### src/rtl/fwd_hazard_tracker.sv
// Forwarding / hazard unit: tracks in-flight destination writes per stage after ID
// and resolves each ID source operand to a forward select or a stall.
module fwd_hazard_tracker #(
    parameter int unsigned REG_AW     = 5,
    parameter int unsigned DEPTH      = 3,
    parameter int unsigned NUM_SRC    = 2,
    parameter int unsigned ALU_READY  = 1,
    parameter int unsigned LOAD_READY = 2,
    parameter int unsigned SEL_W      = $clog2(DEPTH + 1),
    parameter int unsigned CNT_W      = 32
) (
    input  logic                      clk,
    input  logic                      reset_n,
    input  logic                      issue_valid,
    input  logic [REG_AW-1:0]         issue_rd,
    input  logic                      issue_regwrite,
    input  logic                      issue_is_load,
    input  logic [NUM_SRC-1:0]        src_valid,
    input  logic [NUM_SRC*REG_AW-1:0] src_addr,
    input  logic                      pipe_hold,
    input  logic                      flush,
    output logic                      stall,
    output logic [NUM_SRC*SEL_W-1:0]  fwd_sel,
    output logic [CNT_W-1:0]          stall_count
);

    localparam int ALU_RDY  = int'(ALU_READY);
    localparam int LOAD_RDY = int'(LOAD_READY);

    typedef struct packed {
        logic              valid;
        logic              is_load;
        logic [REG_AW-1:0] rd;
    } entry_t;

    entry_t [DEPTH:1]   trk_q, trk_d;
    logic [CNT_W-1:0]   cnt_q, cnt_d;
    logic [NUM_SRC-1:0] src_stall_c;
    logic [REG_AW-1:0]  addr_c;
    entry_t             new_ent_c;

    // Youngest producer wins: scan oldest to youngest so the smallest stage overrides.
    always_comb begin
        fwd_sel     = '0;
        src_stall_c = '0;
        addr_c      = '0;
        for (int i = 0; i < int'(NUM_SRC); i++) begin
            addr_c = src_addr[i*REG_AW +: REG_AW];
            for (int k = int'(DEPTH); k >= 1; k--) begin
                if (src_valid[i] && (addr_c != '0) && trk_q[k].valid && (trk_q[k].rd == addr_c)) begin
                    if (k >= (trk_q[k].is_load ? LOAD_RDY : ALU_RDY)) begin
                        fwd_sel[i*SEL_W +: SEL_W] = SEL_W'(k);
                        src_stall_c[i]            = 1'b0;
                    end else begin
                        fwd_sel[i*SEL_W +: SEL_W] = '0;
                        src_stall_c[i]            = 1'b1;
                    end
                end
            end
        end
    end

    assign stall = |src_stall_c;

    // Tracker next state: shift, hold, or squash the EX slot on flush.
    always_comb begin
        trk_d             = trk_q;
        new_ent_c.valid   = issue_valid && !stall && issue_regwrite && (issue_rd != '0);
        new_ent_c.is_load = issue_is_load;
        new_ent_c.rd      = issue_rd;
        if (flush) begin
            trk_d[1] = '0;
            if (!pipe_hold) begin
                for (int k = 2; k <= int'(DEPTH); k++) begin
                    trk_d[k] = (k == 2) ? entry_t'('0) : trk_q[k-1];
                end
            end
        end else if (!pipe_hold) begin
            for (int k = 2; k <= int'(DEPTH); k++) begin
                trk_d[k] = trk_q[k-1];
            end
            trk_d[1] = new_ent_c.valid ? new_ent_c : entry_t'('0);
        end
    end

    // Saturating stall-cycle counter.
    always_comb begin
        cnt_d = cnt_q;
        if (stall && !pipe_hold && !flush && (cnt_q != {CNT_W{1'b1}})) begin
            cnt_d = cnt_q + CNT_W'(1);
        end
    end

    always_ff @(posedge clk or negedge reset_n) begin
        if (!reset_n) begin
            trk_q <= '0;
            cnt_q <= '0;
        end else begin
            trk_q <= trk_d;
            cnt_q <= cnt_d;
        end
    end

    assign stall_count = cnt_q;

endmodule

### config.mk
export PLATFORM = sky130hd
export DESIGN_NAME = fwd_hazard_tracker
export DESIGN_NICKNAME = d
export VERILOG_FILES = /design/src/rtl/fwd_hazard_tracker.sv
export SDC_FILE = /design/constraint.sdc
export NUM_CORES = 1
export LEC_CHECK = 0
export CORE_MARGIN = 10
export CORE_UTILIZATION = 52
export CTS_BUF_LIST = sky130_fd_sc_hd__clkbuf_4
export DETAILED_ROUTE_END_ITERATION = 10
export HOLD_SLACK_MARGIN = 0.1
export PLACE_DENSITY = 0.82
export SLEW_MARGIN = 20
export SYNTH_ARGS = -nofsm -noshare
export SYNTH_HDL_FRONTEND = slang
export SYNTH_SLANG_ARGS = --single-unit
### constraint.sdc
create_clock -name clk -period 2.55 [get_ports clk]
set_input_delay 0.3825 -clock clk [delete_from_list [all_inputs] [get_ports clk]]
set_output_delay 0.3825 -clock clk [all_outputs]
set_load 0.01 [all_outputs]
==> run_results.csv <==
group,metric,value,unit
critical_path,arrival,2120,ps
timing,slew-limit-headroom,0.5102,
drt,firstDrtPassIters,4,
floorplan,dieArea,8693,um^2
global_route,grt.total_usage,0.1779,
placed_design,io_buffers,60,
yosys,syn_area,2789,um^2
hold_path,min_path_type,"register to register",
critical_path,path_cells,"clkdlybuf4s50_1 -> buf_4 -> xor2_1 -> nor4_2 -> nand3_1 -> nor2_1 -> o21a_1 -> clkdlybuf4s15_2",
layout,final_common_cell,"dfrtp_1",
floorplan,fp.dieH,93.24,um
clock_network,cts.path.max_buffers,2,
timing,rsz0062_at_grt,"yes",
global_route,antenna_found_initial,0,
timing,fmax,0.4001,GHz
clock_network,cts_root_buffer,"clkbuf_4",
clock_network,cts.sinks,51,
yosys,synth_edf_count,0,
hold_path,min_from,"stall_count[27]",
timing,fin_crit,2499,ps
drt,vias,2373,
floorplan,design.core.area,5140,um^2
layout,nets,386,
global_route,overflow,0,
drt,routed_wl,7599,um
power_and_ir_drop,power_density,357.8,nW/um^2
yosys,ys_types,40,
timing,finalHoldViolations,0,
timing,setup_tns,0,ps
critical_path,cp.required,2170,ps
status,status,"completed",
layout,drive_gt1_frac,0.1851,
yosys,yosysWarningCount,0,
critical_path,r2r_cells,5,
layout,utilization,0.7352,
placed_design,dp_hpwl,5728,um
yosys,ys_seq_elements,51,
critical_path,r2r_end,"stall_count[1]",
yosys,syn-num-nets,293,
critical_path,critPathCaptureType,"output port",
drt,viasPerCell,5.493,
drt,wire_per_inst,17.59,um
layout,diodes,0,
yosys,ys_seq_area_frac,0.4576,
timing,final.period_utilization,0.9802,
hold_path,worst_hold_path.endpoint,"stall_count[27]",
clock_network,clk_pin_slew,150,ps
clock_network,cts_tree,"done",
global_route,grt_pass1_vias,2602,
critical_path,worst_setup_path_start_kind,"input pin",
floorplan,die_x,93.24,um
run,drv_cap,0,
placed_design,dpl_cell_area,3656,um^2
global_route,grt_max_degree,31,
power_and_ir_drop,vdd_drop_max,0.3358,mV
placed_design,post-place-ws,-353.1,ps
hold_path,hold_depth,1,
timing,skew,7.925,ps
layout,final_cell_area,3779,um^2
critical_path,cp_slowest_stage_delay,490,ps
timing,slew_violations,0,
layout,area_growth,35.49,%
timing,layout_setup_ws,50.50,ps
timing,setup_viol,0,
critical_path,crit_type,"input pin to output port",
critical_path,timing.reg2reg.setup_slack,280,ps
floorplan,rows,26,
yosys,avgSynthCellArea,10.41,um^2
yosys,syn-instance-count,268,
drt,drt_iter0_drc,173,
critical_path,timing.rr.start,"stall_count[15]",
clock_network,clk_latency,370,ps
critical_path,cp_max_fo,3,
yosys,async_flop_share,1.000,
drt,remaining_drc_errors,0,
drt,ant_nets,0,
critical_path,critPathSlowestCell,"clkdlybuf4s50_1",
power_and_ir_drop,p_leak,1.599,nW
placed_design,place.gp.congestion,0.8670,
layout,layout_common_cells,"dfrtp_1 (49), clkdlybuf4s50_1 (47), xnor2_1 (45), buf_4 (30), nand2_1 (25)",
yosys,ys.flop_type,"dfrtp_1",
floorplan,ios,61,
timing,worst_pin_slew,728.7,ps
global_route,grt_pass1_wl,12500,um
clock_network,cts.htree.levels,2,
clock_network,cts_buffers,5,
floorplan,initial_core_util,0.5426,
metrics by stage:
step	instances	power, mW	hold slack [ps]
2_1_floorplan	268	0.8852	86.91
3_3_place_gp	420	0.9778	445.4
3_5_place_dp	420	0.9811	450.1
4_1_cts	432	1.351	502.0
5_1_grt	432	1.407	529.7
6_report	432	1.352	502.3
flip-flops by register name (all words and copies together), names as in the netlist:
signal and cells:
stall_count 32, trk_q 19
worst max-delay path, delay by kind of cell:
| family | cells | cell delay (ps) |
|---|---|---|
| AND/OR/NAND/NOR | 3 | 530 |
| XOR/XNOR | 1 | 150 |
| AO/OA/AOI/OAI | 1 | 140 |
| buffers and inverters | 3 | 900 |
power breakdown:
group / internal (mW) / leakage [nW] / switching [mW]
clock: 0.118 / 0.0317 / 0.262
sequential: 0.816 / 0.707 / 0.00907
combinational: 0.0782 / 0.861 / 0.0693
total: 1.01 / 1.60 / 0.340
cells by family after synthesis:
family | after synthesis | synth area share
and+or+nand+nor | 115 | 0.2351
xor gates and xnor gates | 61 | 0.1916
DFF | 51 | 0.4576
AOI/OAI and AO/OA | 23 | 0.06101
buffers and inverters | 10 | 0.02064
muxes | 7 | 0.02961
adders and majority gates | 1 | 0.004486
routing by layer:
layer	vias up	GRT usage	share of wire
li1	1135	-	-
met1	1153	0.2032	0.41
met2	74	0.3074	0.51
met3	11	0.05196	0.058
met4	0	0.06427	0.018
met5	-	0	0
how the worst max path moves through the flow:
stage               depth (start not counted)            from  slack [ps]        endpoint
CTS                                         7     src_addr[1]           7      fwd_sel[1]
global placement                            7     src_addr[9]        -340           stall
global route                                7        trk_q[2]         -30           stall
detailed placement                          7     src_addr[4]        -350           stall
finish                                      8     src_addr[9]          50      fwd_sel[3]
floorplan                                   7  stall_count[0]         290  stall_count[1]
cell type report:
class,instances,area [um^2]
Clock buffer,6,45.04
Sequential cell,51,1279
Fill cell,382,1361
Multi-Input combinational cell,207,1491
Timing Repair Buffer,93,852.1
Inverter,3,11.26
Tap cell,70,87.58
Clock inverter,2,12.51
synthesized netlist by cell type, types with 4 or more instances:
cell	count	area [um^2]
o21ai_0	8	40.04
xnor2_1	45	394.1
xor2_1	16	140.1
nor4_1	7	43.79
a22o_1	6	52.55
nand3_1	21	105.1
and3_1	6	37.54
dfrtp_1	51	1276
nand2_1	25	93.84
nor3_1	8	40.04
nand4b_1	4	35.03
mux2_2	6	67.56
nor2_1	8	30.03
nand2b_1	6	37.54
nand4_1	14	87.58
what timing repair did:
| action | CTS | global route |
|---|---|---|
| pin swaps | 5 | 4 |
| gates resized for setup | 27 | 10 |
| gates cloned | 0 | 0 |
| endpoints found under the hold margin | 28 | 0 |
| hold buffers | 1 | 0 |
| endpoints found under the setup margin | 5 | 5 |
| setup buffers | 3 | 1 |
No activity file was read; power rests on OpenSTA's default activity.
